[config.mk]
export PLATFORM = sky130hd
export DESIGN_NAME = cordic_rotation_sequencer
export DESIGN_NICKNAME = d
export VERILOG_FILES = /design/src/rtl/cordic_pkg.sv /design/src/rtl/cordic_micro_rot.sv /design/src/rtl/cordic_rotation_sequencer.sv
export SDC_FILE = /design/constraint.sdc
export NUM_CORES = 1
export LEC_CHECK = 0
export BUFFER_PORTS_ARGS = -buffer_cell sky130_fd_sc_hd__buf_2
export CORE_ASPECT_RATIO = 2
export CORE_MARGIN = 4
export CORE_UTILIZATION = 30
export DETAILED_ROUTE_END_ITERATION = 7
export PLACE_DENSITY_LB_ADDON = 0.1
export SYNTH_ARGS = -nofsm -noshare
export SYNTH_HDL_FRONTEND = slang
export SYNTH_SLANG_ARGS = --single-unit
[constraint.sdc]
create_clock -name clk -period 6.3 [get_ports clk]
set_input_delay 0.945 -clock clk [delete_from_list [all_inputs] [get_ports clk]]
set_output_delay 0.945 -clock clk [all_outputs]
set_load 0.01 [all_outputs]
[src/rtl/cordic_pkg.sv]
// Shared CORDIC definitions: default widths, arctangent table and sequencer states.
// The table holds atan(2^-i) in units of deg*256/180 with 4 fractional bits.
package cordic_pkg;

  localparam int ITER_DEFAULT  = 8;
  localparam int CW_DEFAULT    = 19;
  localparam int ZF_DEFAULT    = 4;
  localparam int TAG_W_DEFAULT = 30;
  localparam int NV_MAX        = 4;

  localparam int ATAN_TAB [0:7] = '{1024, 605, 319, 162, 81, 41, 20, 10};

  typedef enum logic [1:0] {
    ST_IDLE   = 2'd0,
    ST_ROTATE = 2'd1,
    ST_DONE   = 2'd2
  } state_t;

  function automatic int atan_entry(input logic [2:0] i);
    return ATAN_TAB[i];
  endfunction

endpackage

[src/rtl/cordic_micro_rot.sv]
// One CORDIC micro-rotation of a single vertex: shift-add with arithmetic
// shifts and natural CW-bit wrap. neg=1 rotates clockwise (d = -1).
module cordic_micro_rot
  import cordic_pkg::*;
#(
  parameter int CW = CW_DEFAULT
) (
  input  logic signed [CW-1:0] x,
  input  logic signed [CW-1:0] y,
  input  logic [2:0]           i,
  input  logic                 neg,
  output logic signed [CW-1:0] x_rot,
  output logic signed [CW-1:0] y_rot
);

  logic signed [CW-1:0] x_sh;
  logic signed [CW-1:0] y_sh;

  assign x_sh  = x >>> i;
  assign y_sh  = y >>> i;
  assign x_rot = neg ? (x + y_sh) : (x - y_sh);
  assign y_rot = neg ? (y - x_sh) : (y + x_sh);

endmodule

[src/rtl/cordic_rotation_sequencer.sv]
// Iterative CORDIC rotation of up to four vertices through one shared
// micro-rotation stage, one vertex per cycle, with valid/ready on both sides.
module cordic_rotation_sequencer
  import cordic_pkg::*;
#(
  parameter int ITER  = ITER_DEFAULT,
  parameter int CW    = CW_DEFAULT,
  parameter int ZF    = ZF_DEFAULT,
  parameter int TAG_W = TAG_W_DEFAULT
) (
  input  logic                 clk,
  input  logic                 reset,
  input  logic                 in_valid,
  output logic                 in_ready,
  input  logic [4*CW-1:0]      in_vx,
  input  logic [4*CW-1:0]      in_vy,
  input  logic signed [8:0]    in_angle,
  input  logic                 in_enable,
  input  logic                 in_form,
  input  logic [TAG_W-1:0]     in_tag,
  output logic                 out_valid,
  input  logic                 out_ready,
  output logic [4*CW-1:0]      out_vx,
  output logic [4*CW-1:0]      out_vy,
  output logic                 out_form,
  output logic [TAG_W-1:0]     out_tag,
  output logic                 busy
);

  localparam int ZW = 9 + ZF;
  localparam logic [2:0] I_LAST = 3'(ITER - 1);

  state_t state_reg;
  state_t state_next;

  logic signed [CW-1:0] vx_reg [NV_MAX];
  logic signed [CW-1:0] vy_reg [NV_MAX];
  logic signed [ZW-1:0] z_reg;
  logic [1:0]           k_reg;
  logic [2:0]           i_reg;
  logic                 form_reg;
  logic [TAG_W-1:0]     tag_reg;

  logic                 accept;
  logic                 rotating;
  logic                 last_vertex;
  logic                 last_slot;
  logic                 z_neg;
  logic [1:0]           k_last;
  logic signed [ZW-1:0] atan_z;
  logic signed [CW-1:0] cur_x;
  logic signed [CW-1:0] cur_y;
  logic signed [CW-1:0] rot_x;
  logic signed [CW-1:0] rot_y;

  assign accept      = in_valid && (state_reg == ST_IDLE);
  assign rotating    = (state_reg == ST_ROTATE);
  assign k_last      = form_reg ? 2'd2 : 2'd3;
  assign last_vertex = (k_reg == k_last);
  assign last_slot   = last_vertex && (i_reg == I_LAST);
  // Direction comes from z, which only moves on the last vertex of an iteration.
  assign z_neg       = z_reg[ZW-1];
  assign atan_z      = ZW'(atan_entry(i_reg));
  assign cur_x       = vx_reg[k_reg];
  assign cur_y       = vy_reg[k_reg];

  assign in_ready  = (state_reg == ST_IDLE);
  assign out_valid = (state_reg == ST_DONE);
  assign busy      = (state_reg == ST_ROTATE) || (state_reg == ST_DONE);
  assign out_form  = form_reg;
  assign out_tag   = tag_reg;

  cordic_micro_rot #(
    .CW(CW)
  ) u_micro_rot (
    .x     (cur_x),
    .y     (cur_y),
    .i     (i_reg),
    .neg   (z_neg),
    .x_rot (rot_x),
    .y_rot (rot_y)
  );

  always_ff @(posedge clk) begin
    if (reset) begin
      state_reg <= ST_IDLE;
    end else begin
      state_reg <= state_next;
    end
  end

  always_comb begin
    state_next = state_reg;
    case (state_reg)
      ST_IDLE: begin
        if (in_valid) begin
          state_next = in_enable ? ST_ROTATE : ST_DONE;
        end
      end
      ST_ROTATE: begin
        if (last_slot) begin
          state_next = ST_DONE;
        end
      end
      ST_DONE: begin
        if (out_ready) begin
          state_next = ST_IDLE;
        end
      end
      default: state_next = ST_IDLE;
    endcase
  end

  always_ff @(posedge clk) begin
    if (reset) begin
      k_reg    <= '0;
      i_reg    <= '0;
      z_reg    <= '0;
      form_reg <= 1'b0;
      tag_reg  <= '0;
    end else if (accept) begin
      k_reg    <= '0;
      i_reg    <= '0;
      z_reg    <= {in_angle, {ZF{1'b0}}};
      form_reg <= in_form;
      tag_reg  <= in_tag;
    end else if (rotating) begin
      if (last_vertex) begin
        k_reg <= '0;
        i_reg <= i_reg + 3'd1;
        z_reg <= z_neg ? (z_reg + atan_z) : (z_reg - atan_z);
      end else begin
        k_reg <= k_reg + 2'd1;
      end
    end
  end

  // Vertex register file; the fourth vertex is cleared for triangles.
  for (genvar gi = 0; gi < NV_MAX; gi++) begin : g_vertex
    always_ff @(posedge clk) begin
      if (reset) begin
        vx_reg[gi] <= '0;
        vy_reg[gi] <= '0;
      end else if (accept) begin
        if ((gi == NV_MAX - 1) && in_form) begin
          vx_reg[gi] <= '0;
          vy_reg[gi] <= '0;
        end else begin
          vx_reg[gi] <= in_vx[gi*CW +: CW];
          vy_reg[gi] <= in_vy[gi*CW +: CW];
        end
      end else if (rotating && (k_reg == 2'(gi))) begin
        vx_reg[gi] <= rot_x;
        vy_reg[gi] <= rot_y;
      end
    end

    assign out_vx[gi*CW +: CW] = vx_reg[gi];
    assign out_vy[gi*CW +: CW] = vy_reg[gi];
  end

endmodule

# Yosys cells after proc, flatten, opt, wreduce, memory -nomap -nowiden
# Memories as Yosys holds them, arrays and structs flattened. A register that Yosys moved wholly into a read port is not among the register bits.
# Index checks and enable logic that the tools add are counted.
op_classes:
  order_cmp: 1
  n_reduce_logical: 15
  div_mod_pow: 0
  shifts: 2
  add_sub_neg: 8
  bitwise_logic: 19
  multipliers: 0
  muxes: 66
  eq_ne: 10
ops:
  columns: ["op", "n"]
  rows:
  - ["$mux 19", 20]
  - ["$mux 13", 6]
  - ["$add 19x19->19", 2]
  - ["$sshr 19x3->19", 2]
  - ["$sub 19x19->19", 2]
  - ["$mux 1", 30]
  - ["$mux 2", 9]
  - ["$or 1x1->1", 18]
  - ["$add 13x13->13", 1]
  - ["$sub 13x13->13", 1]
  - ["$eq 2x2->1 const B", 3]
  - ["$logic_and 1x1->1", 6]
  - ["$pmux 2 s3", 1]
  - ["$eq 2x1->1 const B", 2]
  - ["$ge 4x4->1 const B", 1]
  - ["$logic_not 2->1", 2]
  - ["$ne 2x1->1 const B", 2]
  - ["$not 3->4", 1]
  - ["$reduce_and 2->1", 2]
  - ["$reduce_bool 2->1", 2]
  - ["$add 3x1->3 const B", 1]
  - ["$eq 3x3->1 const B", 1]
  - ["$reduce_and 3->1", 1]
  - ["$add 2x1->2 const B", 1]
  - ["4 further kinds", 4]
totals:
  mem_count: 3
  ram_bits: 152
  latchBits: 0
  output_inout_bits: 186
  romBits: 256
  word_cells: 131
  inputBits: 197
  register_bits: 51
memory_table:
  columns: ["name", "words", "width", "read_ports", "rd_ports_with_merged_regs", "write_ports", "line", "source"]
  rows:
  - ["(no name shown)", 8, 32, 1, 0, 0, "cordic_pkg.sv:20", "return ATAN_TAB[i];"]
  - ["vx_reg", 4, 19, 5, 1, 4, "cordic_rotation_sequencer.sv:36", "logic signed [CW-1:0] vx_reg [NV_MAX];"]
  - ["vy_reg", 4, 19, 5, 1, 4, "cordic_rotation_sequencer.sv:37", "logic signed [CW-1:0] vy_reg [NV_MAX];"]

# Longest topological paths before layout
# Gate-level depths: netlist of the first run.
depth:
  ltp_word: 9
  mapped_depth: 26
  ltp_nobuf: 21

# Cells and area by module
# From an unflattened synthesis of the first run, not the netlist that was laid out.
hier_totals:
  cells_unflattened: 1315
  hier_area_um2: 14128.6
by_module_without_submodules:
  columns: ["module", "cells_each", "area_each_um2", "n_inst"]
  rows:
  - ["cordic_rotation_sequencer", 791, 10138.5, 1]
  - ["cordic_micro_rot", 524, 3990.1, 1]

# Least setup slack after synthesis of the first run
# No wires, ideal clock.
synth_timing:
  path_type: "register -> register"
  from: "register with a tool-made name"
  to: "memory vy_reg[2][18] (netlist bit), data pin"
  setup_slack_ns: 1.143
  path_buffers: 4
  required_ns: 6.035
  t_arrival_ns: 4.891
  path_stages_with_launch: 23
  cell_sequence: "dfxtp_1 -> buf_6 -> buf_12 -> buf_12 -> buf_6 -> mux4_2 -> mux4_2 -> a2111oi_2 -> a41o_1 -> nand3_1 -> nor3_2 -> nand2_1 -> o21ai_1 -> xor2_1 -> ha_1 -> a21o_1 -> a21o_1 -> a221o_1 -> a31oi_1 -> o21ai_0 -> a31oi_1 -> xnor2_1 -> o21ai_1"
synth_rtl:
  columns: ["element", "line"]
  rows:
  - ["end, declared", "cordic_rotation_sequencer.sv:37"]

==> summary by stage, run 1 <==
Run status
The run finished with clean final reports.

Final layout
The most common cell after layout, fill and taps aside is sky130_fd_sc_hd__buf_2. The number of cells in the finished layout apart from fillers is 2405. The finished cells cover 17600 um^2. The share of the core filled with cells in the final layout is 37.6%. The net count reported at finish is 2027. Of the cells placed in the final design, the portion with a size suffix greater than 1 is 30.8%. Relative to the synthesized area, the layout overhead comes to 23.9%. The number of fill cells in the layout is 4861. In the layout the commonest cells are 382 x sky130_fd_sc_hd__buf_2, 174 x sky130_fd_sc_hd__nand2_1, 152 x sky130_fd_sc_hd__edfxtp_1.

Floorplanning
The total die area is 51100 um^2. The number of primary I/O pins is 383. The placeable core area is 46800 um^2. The die span in y is 316 um. The initial cell density of the core is 30.4%. The die width is 162 um. The floorplan has 112 rows.

Global route
The initial antenna violation count came to 1. The first global-routing pass estimated 90700 um of wire. The overall global routing resource usage is 23.6%.

The residual overflow from global routing is 0. The number of global-route vias before repair is 13900. Entering global routing, the biggest net connects 70 pins.

Synthesis
The synthesized design contains 205 register bits. The parity-gate share of the synthesized area counting xor and xnor cells is 5.12%. Of all cell types, the one taking the most synthesized area is sky130_fd_sc_hd__edfxtp_1. The top cell type by area accounts for 32.1% of the synthesized area.

The share of flip-flops with an asynchronous set or reset after synthesis is 0%. The most common flop cell mapped by yosys is sky130_fd_sc_hd__edfxtp_1. After synthesis, the largest family of logic cells by area is compound AO/OA/AOI/OAI gates. The mean instance size in the synthesized netlist is 10.1 um^2. In the post-synthesis netlist, the biggest area contributors are sky130_fd_sc_hd__edfxtp_1 32%, sky130_fd_sc_hd__a22o_1 8.1%, sky130_fd_sc_hd__dfxtp_1 7.5%.

The netlist uses 80 different library cells. The synthesized netlist devotes 6.24% of its cell area to adder and majority cells. The number of instances in the synthesized netlist is 1406. Counting every net in the synthesized netlist gives 1672. The share of synthesized area spent on multiplexers is 11.5%.

The simple logic cell fraction of the synthesized area is 12.5%. The number of synthesis warnings is 0. The share of the Yosys chip area taken by registers is 39.6%. In this run the cell area of the synthesized design comes to 14200 um^2. The compound-gate portion of the synthesized area is 21.2%. The synthesized design contains 152 enable-type register cells.

Critical path
The reg2reg setup slack is 350 ps. The worst setup path is captured at a flop. The critical path goes through buf_12, mux4_2, mux4_2, a2111oi_2, a41o_1, nand3_1, nor3_2, nand2_1, o21ai_1, xor2_1, ha_1, a21o_1, a21o_1, a221o_1, a31oi_1, o21ai_0, a31oi_1, buf_4, xnor2_1, o21ai_1.

For this design, the slowest cell found on the critical path is sky130_fd_sc_hd__dfxtp_2. The maximum fanout along the worst path is 20. The critical path launch point type is a flop. The class of the most critical setup path is flop to flop. Counting cells, the worst reg-to-reg path comes to 20. The longest individual stage delay on the worst path is 620 ps. STA puts the critical path data required time at 6590 ps.

The endpoint of the most critical register-to-register path is vy_reg[2][18]. For the worst setup path, the data arrival time is 6250 ps.

STA
The final-report setup violation count is 0. The transition time at the pin with the least slew margin is 1090 ps. Headroom to the max-slew limit came out at 27.3%.

The number of max-slew violations in the final report is 0. The post-route fraction of the period consumed by the critical path is 94.5%. Hold is met by 451 ps. The time the final worst path needs with I/O delays and setup is 5950 ps.

Setup repair after global routing left no endpoint under its margin. For the final database, setup skew stands at 16.3 ps. The number of hold violations in the final report was 0. Adding up every negative setup slack in the final design gives 0 ps. Based on the critical path, the design can be clocked at up to 168 MHz.

Setup slack closes at 346 ps.

Power
The power dissipated by switching net loads is 3.42 mW. In this run, the clock network consumes 18.7% of the power. The power density relative to cell area is 422 nW/um^2. The peak supply drop is 0.000211 V.

Per report_power, the combinational group accounts for 55.0% of the total. The cell-internal power is 4.00 mW. In this run the static leakage power is 7.59 nW. The switching share of power is 46.1%. Of the total power, registers draw 26.3%. The overall power consumption is 7.42 mW.

Routing
The via total after detailed routing is 13200. The post-detailed-route wirelength per cell is 25.9 um. The routed via count divided by cell count is 5.50. The pre-antenna-repair detailed-routing pass consisted of 5 iterations. The final routed DRC violation total is 0. The total length of routed wires is 62400 um.

The DRC marker count from the first detailed-route iteration is 808. The count of nets left with antenna violations after detail routing is 0.

Worst hold path
The worst hold path depth is 2. The startpoint of the lowest-slack hold path is out_tag[27]. The type of the tightest min-delay check is flop to flop. For hold timing, the worst endpoint is out_tag[27].

Clocking
After clock tree synthesis, the setup repair step added 0 buffers. CTS built an H-tree with a depth of 1. TritonCTS built the clock tree. The TritonCTS buffer count is 23. The TritonCTS sink count is 205.

The hold buffer count at cts is 0. Clock tree synthesis selected as its root buffer the cell sky130_fd_sc_hd__clkbuf_16. The number of gates resized after CTS was 0.

The clock-pin slew of the registers on the worst-case setup and hold paths is 70 ps. The insertion delay to the later sink of the worst-skew pair is 560 ps. No sink is reached through more buffers than the 3 on the longest clock path.

Place
The placer's final routability congestion estimate is 0.921. Once placement finished, the instance area stood at 16900 um^2. The count of input and output buffers is 382. Prior to clock tree synthesis, the placed netlist has a worst setup slack of 373 ps. Counting tap cells, the placed design contains a total of 2363 instances.

The wire-length estimate of the detail-placed layout is 48000 um.

Flow run
Across the run, the number of max-cap violations was 0.
-- power by group through the flow --
stage               clock network [mW]  registers, mW  logic (mW)
finish                            1.39           1.95        4.08
global route                      1.46           1.98        4.40
CTS                               1.42           1.95        4.10
detailed placement                   0           1.98        4.08
global placement                     0           1.98        4.06
floorplan                            0           2.02        2.45
-- cells in the mapped netlist, types with 23 or more instances --
| master | n |
|---|---|
| sky130_fd_sc_hd__ha_1 | 66 |
| sky130_fd_sc_hd__o21ai_0 | 58 |
| sky130_fd_sc_hd__nor3_1 | 32 |
| sky130_fd_sc_hd__nand3_1 | 25 |
| sky130_fd_sc_hd__a22o_1 | 132 |
| sky130_fd_sc_hd__dfxtp_1 | 53 |
| sky130_fd_sc_hd__xor2_1 | 26 |
| sky130_fd_sc_hd__inv_1 | 23 |
| sky130_fd_sc_hd__nand2_1 | 179 |
| sky130_fd_sc_hd__mux4_2 | 39 |
| sky130_fd_sc_hd__mux2i_1 | 34 |
| sky130_fd_sc_hd__nor2_1 | 100 |
| sky130_fd_sc_hd__a21oi_1 | 96 |
| sky130_fd_sc_hd__clkbuf_1 | 62 |
| sky130_fd_sc_hd__edfxtp_1 | 152 |
| sky130_fd_sc_hd__xnor2_1 | 57 |
-- cell families after synthesis --
group                    after synthesis
AO/OA/AOI/OAI                        428
XOR/XNOR                              83
adder cells (fa/ha/maj)               69
buffers and inverters                124
flip-flops                           205
multiplexers                          99
AND/OR/NAND/NOR                      398
-- how the worst max path moves through the flow --
stage,startpoint,end,slack (ps),depth (start not counted)
floorplan,flop,vy_reg[2][18],1140,22
global placement,flop,vy_reg[2][18],410,20
detailed placement,flop,vy_reg[2][18],370,20
CTS,flop,vy_reg[2][18],320,20
global route,flop,vx_reg[1][17],10,20
finish,flop,vy_reg[2][18],350,20
-- per-layer routing --
layer | vias up | GRT usage (%) | part of all wire [%]
met3 | 103 | 3.52 | 5.7
met5 | - | 0 | 0
met1 | 6493 | 24.6 | 35
met2 | 569 | 46.3 | 55
li1 | 6056 | - | -
met4 | 0 | 9.39 | 4.3
-- critical path: cells and delay by family, from the launching register on --
kind,cells,cell delay (ps)
AO/OA/AOI/OAI,10,2320
AND/OR/NAND/NOR,3,500
buffers and inverters,2,430
multiplexers,2,1140
adder cells (fa/ha/maj),1,310
XOR/XNOR,2,370
flip-flops,1,620
-- cell type report --
| type | count | area (um^2) | share of cell area, % |
|---|---|---|---|
| clock buffer | 31 | 647 | 3.67 |
| antenna | 1 | 2.50 | 0.0142 |
| clock inverter | 10 | 97.6 | 0.554 |
| multi-input combinational | 1077 | 8070 | 45.8 |
| sequential | 205 | 5630 | 32.0 |
| tap | 627 | 785 | 4.46 |
| inverter | 25 | 93.8 | 0.533 |
| timing repair buffer | 429 | 2280 | 12.9 |
(Power assumes the default switching activity.)
==> run 2, diff against run 1 <==
Settings changed: CELL_PAD_IN_SITES_DETAIL_PLACEMENT set to 1, CELL_PAD_IN_SITES_GLOBAL_PLACEMENT set to 2.
==> run 2 against run 1 <==
Effect of this change: sequential share of layout area fell by 0.33 points; worst hold slack gained 3.4 ps; global-route usage rose by 3.3 points; via count grew 2.9%; power increased by 4.7%; clock skew decreased by 3.2 ps; flip-flop and latch count did not move; first-iteration DRC count shrank 4.7%; sequential power is essentially flat; non-clock buffer count up 15; largest power group unchanged; largest cell class unchanged; final area increased by 1.1%; critical endpoint unchanged.
==> summary by stage, run 2 (same netlist as run 1, synthesis figures left out) <==
Global route
The number of global-route vias before repair was 14600 (+4.4%). The wire length of the first global-routing pass is 102000 um (+12%). The pin count of the biggest net entering global routing was 68 (-2.9%). The initial antenna violation count is 13 (+12). The residual overflow from global routing is 0 (unchanged). The overall global routing resource usage is 26.9% (+3.3 points).

Clocking
The cell at the root of the clock tree is sky130_fd_sc_hd__clkbuf_16. The number of buffers added for setup after CTS came to 0 (unchanged). The insertion delay to the later sink of the worst-skew pair is 560 ps (about the same). The maximum number of buffers from clock root to sink was 3 (unchanged). The clock tree from TritonCTS is done.

The TritonCTS buffer count is 23 (unchanged). The H-tree depth is 1 (unchanged). The clock-pin slew of the registers on the worst-case setup and hold paths is 70 ps (about the same). The number of gates resized after CTS was 0 (unchanged).

The TritonCTS sink count is 205 (unchanged). The hold buffer count at cts is 0 (unchanged).

Critical path
The maximum fanout along the worst path is 17 (-15%). STA classifies the critical path endpoint as a flop. The worst setup path is launched from a flop. The worst setup path is of the flop to flop kind.

The worst endpoint data arrival time is 6290 ps (+40 ps). The endpoint required time on the critical path is 6590 ps (about the same).

STA
The transition time at the pin with the least slew margin was 1070 ps (-20.8 ps). The number of hold violations in the final report is 0 (unchanged). The post-route fraction of the period consumed by the critical path is 95.3% (+0.79 points). The time the final worst path needs with I/O delays and setup is 6000 ps (+50.0 ps). Setup repair after global routing left no endpoint under its margin. The worst clock skew is 13.0 ps (-3.21 ps).

The final-report setup violation count was 0 (unchanged). The highest attainable clock frequency is 167 MHz (-0.83%). The final setup TNS is 0 ps (unchanged). The worst slew slack as a fraction of its limit is 28.7% (+1.4 points). The number of max-slew violations in the final report is 0 (unchanged).

Floorplanning
The placeable core area is 46800 um^2 (unchanged). The total die area is 51100 um^2 (unchanged). The initial cell density of the core is 30.4% (unchanged). The row count is 112 (unchanged). The number of primary I/O pins is 383 (unchanged). The die width is 162 um (unchanged). The die span in y was 316 um (unchanged).

Final layout
The library cells used most frequently in the layout, excluding fill and tap cells, are 382 x sky130_fd_sc_hd__buf_2, 174 x sky130_fd_sc_hd__nand2_1, 152 x sky130_fd_sc_hd__edfxtp_1. The ratio of cells with drive above 1 in the final layout is 31.6% (+0.78 points). The number of cells in the finished layout apart from fillers came to 2433 (+1.2%). The most common cell after layout, fill and taps aside is sky130_fd_sc_hd__buf_2. The summed area of non-filler cells in the final layout is 17800 um^2 (+1.1%). Compared with the post-synthesis result, the final layout area differs by 25.2%. The share of the core filled with cells in the final layout was 38.0% (+0.41 points).

The net count reported at finish came to 2042 (+0.74%).

Place
The count of input and output buffers is 382 (unchanged). The total half-perimeter wirelength after legalization and detailed placement is 56800 um (+18%). The cell area reported after detailed placement is 17000 um^2 (+0.88%). The number of instances in the placed design is 2378 (+0.63%). The placer's final routability congestion estimate came to 0.909 (-1.2%).

Routing
The via total after detailed routing is 13600 (+2.9%). The length of the first detailed-routing pass in iterations was 5 (unchanged). The routed via count divided by cell count was 5.59 (+1.7%). The post-detailed-route wirelength per cell is 29.2 um (+13%). The final routed DRC violation total is 0 (unchanged). The total length of routed wires is 71000 um (+14%).

The DRC marker count from the first detailed-route iteration is 770 (-4.7%). The count of nets left with antenna violations after detail routing came to 0 (unchanged).

Power
The power density relative to cell area is 437 nW/um^2 (+3.6%). The overall power consumption is 7.77 mW (+4.7%). The peak supply drop is 0.000199 V (-5.9%). The leakage power summed over all cells is 7.68 nW (+1.1%).

Flow run
The number of maximum-capacitance constraint violations is 0 (unchanged).

Worst hold path
The path class of the tightest hold or removal check is flop to flop.

Run status
The flow ran to the end, and the final reports show no timing, DRC or antenna violations.
-- run 2: cell count changes in the layout (fill, tap and decap cells not counted), moves of 2 or more --
cell                       before  now
sky130_fd_sc_hd__clkinv_1       3    1
sky130_fd_sc_hd__clkinv_2       4    6
sky130_fd_sc_hd__inv_6          0    2
sky130_fd_sc_hd__diode_2        1   13
sky130_fd_sc_hd__buf_4         46   58
sky130_fd_sc_hd__and3_2         4    2
sky130_fd_sc_hd__buf_12         1    4
sky130_fd_sc_hd__and3_1         7    9
-- run 2: worst paths after layout --
| kind | start | to | cells after the start | slack (ps) |
|---|---|---|---|---|
| worst min register to register | out_tag[25] | out_tag[25] | 2 | 450 |
| worst min-delay path | out_tag[25] | out_tag[25] | 2 | 450 |
| worst max-delay path | flop | vy_reg[2][18] | 20 | 300 |
| worst max register to register | flop | vy_reg[2][18] | 20 | 300 |
-- run 2: area by class of cell --
cell class,count,area [um^2]
antenna,13,32.5
tap,627,785
sequential,205,5630
timing repair buffer,444,2430
multi-input combinational,1077,8090
clock buffer,30,622
clock inverter,12,114
inverter,25,93.8
fill,5501,29000
-- run 2: routing by layer --
layer,GRT usage (%),vias to the layer above,share of wire (%)
li1,-,6097,-
met1,25.7,6852,33
met2,53.3,516,56
met3,3.85,138,4.9
met4,15.7,0,6.3
met5,0,-,0
-- run 2: per-stage QoR --
step	hold WS, ps	worst slack, ps
after floorplan	436	1140
after global placement	440	300
after detailed placement	448	194
after CTS	458	160
after global routing	476	17.4
final	454	296
-- run 2: critical path: stages (launching register included) --
cell                       delay, ps
sky130_fd_sc_hd__dfxtp_4         450
sky130_fd_sc_hd__buf_12          220
sky130_fd_sc_hd__mux4_1          810
sky130_fd_sc_hd__mux2i_1         530
sky130_fd_sc_hd__nor2_1          110
sky130_fd_sc_hd__a211oi_1        430
sky130_fd_sc_hd__and3_1          330
sky130_fd_sc_hd__nor2_1          130
sky130_fd_sc_hd__xnor2_1         150
sky130_fd_sc_hd__ha_1            350
sky130_fd_sc_hd__o21ai_0         110
sky130_fd_sc_hd__nor2_1          100
sky130_fd_sc_hd__or3_1           370
sky130_fd_sc_hd__a21oi_1         270
sky130_fd_sc_hd__o21ai_0         230
sky130_fd_sc_hd__a31oi_1         290
sky130_fd_sc_hd__o21ai_0         180
sky130_fd_sc_hd__a31oi_1         230
sky130_fd_sc_hd__xnor2_1         140
sky130_fd_sc_hd__buf_4           200
sky130_fd_sc_hd__o21ai_1          80
-- run 2: report_power, final --
group          leakage (nW)  switching (mW)  internal [mW]
clock                 0.365           0.621          0.749
combinational          5.24            2.83           1.59
sequential             2.08           0.218           1.76
==> run 3, diff against run 2 <==
--- a/config.mk
+++ b/config.mk
@@ -8,2 +8,3 @@
 export BUFFER_PORTS_ARGS = -buffer_cell sky130_fd_sc_hd__buf_2
+export CAP_MARGIN = 5
 export CELL_PAD_IN_SITES_DETAIL_PLACEMENT = 1
@@ -15,2 +16,3 @@
 export PLACE_DENSITY_LB_ADDON = 0.1
+export REMOVE_ABC_BUFFERS = 1
 export SYNTH_ARGS = -nofsm -noshare
==> constraint.sdc (replaced) <==
create_clock -name clk -period 6.3 [get_ports clk]
set_input_delay 0 -clock clk [delete_from_list [all_inputs] [get_ports clk]]
set_output_delay 0 -clock clk [all_outputs]
set_load 0.01 [all_outputs]
==> run 3 against run 2 <==
Effect of this change: critical path depth grew 2; global-route usage shrank 2.0 points; clock power is 7% lower; worst hold slack lost 370 ps; first-iteration DRC count down 5.6%; final area increased by 9.6%; critical path type unchanged; largest cell class unchanged; highest routed layer unchanged.
==> summary by stage, run 3 (same netlist as run 1, synthesis figures left out) <==
Global route
The overall global routing resource usage came to 24.9% (-2.0 points). The number of global-route vias before repair is 15600 (+7.0%). The wire length of the first global-routing pass is 96900 um (-4.7%).

The initial antenna violation count was 0 (-13). The pin count of the biggest net entering global routing is 78 (+15%). The residual overflow from global routing is 0 (unchanged).

Power
The part of the total power dissipated in sequential elements is 26.7% (+1.2 points). The power dissipated by switching net loads came to 3.33 mW (-9.1%). The switching share of power came to 45.4% (-1.8 points). The clock network power share is 17.4% (-0.2 points). The cell-internal power was 4.01 mW (-2.2%).

The power density relative to cell area came to 377 nW/um^2 (-14%). The combinational power share was 55.9% (-1.0 points). The peak supply drop is 0.000230 V (+16%). The leakage power summed over all cells is 8.37 nW (+8.9%).

Final layout
The number of antenna cells inserted is 0 (-13). Leaving out fill and tap cells, the most frequent cell in the layout is sky130_fd_sc_hd__buf_2. The ratio of cells with drive above 1 in the final layout is 27.4% (-4.2 points). The number of cells in the finished layout apart from fillers is 2597 (+6.7%). In the layout the commonest cells are 382 x sky130_fd_sc_hd__buf_2, 197 x sky130_fd_sc_hd__dlygate4sd3_1, 174 x sky130_fd_sc_hd__nand2_1. The net count reported at finish was 2220 (+8.7%). The number of fill cells in the layout is 5401 (-1.8%).

The layout overhead on the synthesized area is 37.2%.

STA
The final setup TNS is 0 ps (unchanged). The post-route fraction of the period consumed by the critical path is 94.3% (-1.0 points). The time the final worst path needs with I/O delays and setup is 5940 ps (-65.0 ps). The highest attainable clock frequency is 168 MHz (+1.1%).

The worst slew slack as a fraction of its limit was 22.8% (-5.9 points). The number of hold violations in the final report came to 0 (unchanged). The final-report setup violation count is 0 (unchanged). The worst clock skew is 25.1 ps (+12.0 ps). Setup repair after global routing left no endpoint under its margin. The transition time at the pin with the least slew margin is 1150 ps (+83.9 ps).

The number of max-slew violations in the final report is 0 (unchanged). The worst setup slack after layout was 361 ps (+65.0 ps).

Floorplanning
The total die area is 51100 um^2 (unchanged). The number of primary I/O pins is 383 (unchanged). The initial cell density of the core is 30.4% (unchanged).

The row count is 112 (unchanged). The placeable core area was 46800 um^2 (unchanged). The die span in y is 316 um (unchanged). The die width came to 162 um (unchanged).

Routing
The routed via count divided by cell count came to 5.35 (-4.3%). The final routed DRC violation total is 0 (unchanged). The total length of routed wires was 65900 um (-7.2%). The count of nets left with antenna violations after detail routing came to 0 (unchanged).

The length of the first detailed-routing pass in iterations is 5 (unchanged). The post-detailed-route wirelength per cell was 25.4 um (-13%). The via total after detailed routing came to 13900 (+2.2%). The DRC marker count from the first detailed-route iteration is 727 (-5.6%).

Critical path
In this run the critical register-to-register path is captured at vy_reg[2][18]. The reg2reg setup slack is 360 ps (+70 ps). The cell with the largest stage delay on the worst path is sky130_fd_sc_hd__mux4_1. The total buffers and inverters traversed by the critical path is 2 (unchanged). The worst endpoint data arrival time came to 6210 ps (-80 ps).

Grouping stages by cell kind, the critical path spends the most delay in compound AO/OA/AOI/OAI gates. The category of the worst setup path capture point is a flop. The critical path is of the flop to flop type. The maximum fanout along the worst path is 11 (-6). In this run the worst setup path terminates at vy_reg[2][18]. The cell seen most often among critical-path stages is sky130_fd_sc_hd__nor2_1. The endpoint required time on the critical path is 6570 ps (-20 ps).

The worst setup path is launched from a flop. The number of cells on the critical path is 22 (+10%). The path depth of the worst reg2reg path was 22 (+10%). The longest individual stage delay on the worst path came to 760 ps (-50 ps). The critical path goes through buf_12, mux4_1, a22oi_1, and3_1, nor2_1, nor2_1, ha_1, and3_1, nor2_1, xnor2_1, ha_1, o21ai_0, nor2_1, or3_1, a21oi_1, o21ai_0, a31oi_1, o21ai_0, a31oi_1, xnor2_1, buf_4, o21ai_1.

Clocking
The TritonCTS buffer count was 22 (-4.3%). The H-tree depth is 1 (unchanged). The maximum number of buffers from clock root to sink came to 3 (unchanged). The tree is rooted in a sky130_fd_sc_hd__clkbuf_16.

The insertion delay to the later sink of the worst-skew pair is 550 ps (about the same). The number of gates resized after CTS is 0 (unchanged). The clock-pin slew of the registers on the worst-case setup and hold paths is 60 ps (about the same). The TritonCTS sink count is 205 (unchanged).

The clock tree from TritonCTS is done.

Run status
The flow ran to the end, and the final reports show no timing, DRC or antenna violations.

Place
The total half-perimeter wirelength after legalization and detailed placement came to 49400 um (-13%). The number of instances in the placed design was 2359 (-0.80%). The worst slack at placement is 400 ps (+206 ps). The placer's final routability congestion estimate is 0.887 (-2.4%). The count of input and output buffers was 382 (unchanged).

Flow run
The number of maximum-capacitance constraint violations is 0 (unchanged).

Worst hold path
The type of the tightest min-delay check is primary input to flop.
[run 3: stage by stage]
stage | cell area [um^2] | hold slack [ps] | utilization (%) | total power, mW
after CTS | 19500 | 77.4 | 41.6 | 7.41
after detailed placement | 16800 | 247 | 36.0 | 6.00
after global routing | 19500 | 109 | 41.7 | 7.80
final | 19500 | 87.1 | 41.7 | 7.35
after floorplan | 13800 | 69.1 | - | 4.44
after global placement | 16800 | 218 | 36.0 | 5.94
[run 3: repair_timing]
action                                  CTS  global route
buffers inserted                          0             1
hold endpoints to repair                194             0
endpoints found under the setup margin    0             5
hold buffers                            197             0
[run 3: layout make-up]
cell class / count / area, um^2 / share of cell area [%]
Tap cell: 627 / 785 / 4.02
Inverter: 25 / 93.8 / 0.481
Timing Repair Buffer: 623 / 4230 / 21.7
Sequential cell: 205 / 5640 / 28.9
Clock inverter: 5 / 37.5 / 0.193
Clock buffer: 35 / 649 / 3.33
Multi-Input combinational cell: 1077 / 8070 / 41.4
[run 3: worst min path at each step]
stage                     depth (start not counted)  slack [ps]        start     endpoint
after CTS                                         3          80        reset  out_tag[16]
final                                             3          90        reset  out_tag[27]
after floorplan                                   1          70        reset     out_form
after global routing                              3         110        reset  out_tag[20]
after detailed placement                          3         250  in_angle[7]    z_reg[11]
after global placement                            3         220  in_angle[8]    z_reg[12]
[run 3: power by group through the flow]
stage | sequential [mW] | combinational (mW) | clock (mW)
detailed placement | 1.99 | 4.01 | 0
global placement | 1.99 | 3.95 | 0
finish | 1.96 | 4.10 | 1.28
floorplan | 2.05 | 2.39 | 0
CTS | 1.96 | 4.14 | 1.31
global route | 1.99 | 4.45 | 1.36
[run 3: metal layers]
layer  wire length, um  global-route usage, %
met1             23300                   25.5
met3              2550                   2.77
met5                 0                      0
met4              2710                   9.54
met2             37300                   50.4
[run 3: worst reg2reg max path: stages, from the launching register on]
cell and delay (ps):
sky130_fd_sc_hd__dfxtp_4 490, sky130_fd_sc_hd__buf_12 200, sky130_fd_sc_hd__mux4_1 770, sky130_fd_sc_hd__a22oi_1 250, sky130_fd_sc_hd__and3_1 240, sky130_fd_sc_hd__nor2_1 60, sky130_fd_sc_hd__nor2_1 310, sky130_fd_sc_hd__ha_1 240
sky130_fd_sc_hd__and3_1 210, sky130_fd_sc_hd__nor2_1 80, sky130_fd_sc_hd__xnor2_1 250, sky130_fd_sc_hd__ha_1 300, sky130_fd_sc_hd__o21ai_0 100, sky130_fd_sc_hd__nor2_1 90, sky130_fd_sc_hd__or3_1 350, sky130_fd_sc_hd__a21oi_1 230
sky130_fd_sc_hd__o21ai_0 230, sky130_fd_sc_hd__a31oi_1 370, sky130_fd_sc_hd__o21ai_0 210, sky130_fd_sc_hd__a31oi_1 230, sky130_fd_sc_hd__xnor2_1 160, sky130_fd_sc_hd__buf_4 190, sky130_fd_sc_hd__o21ai_1 80
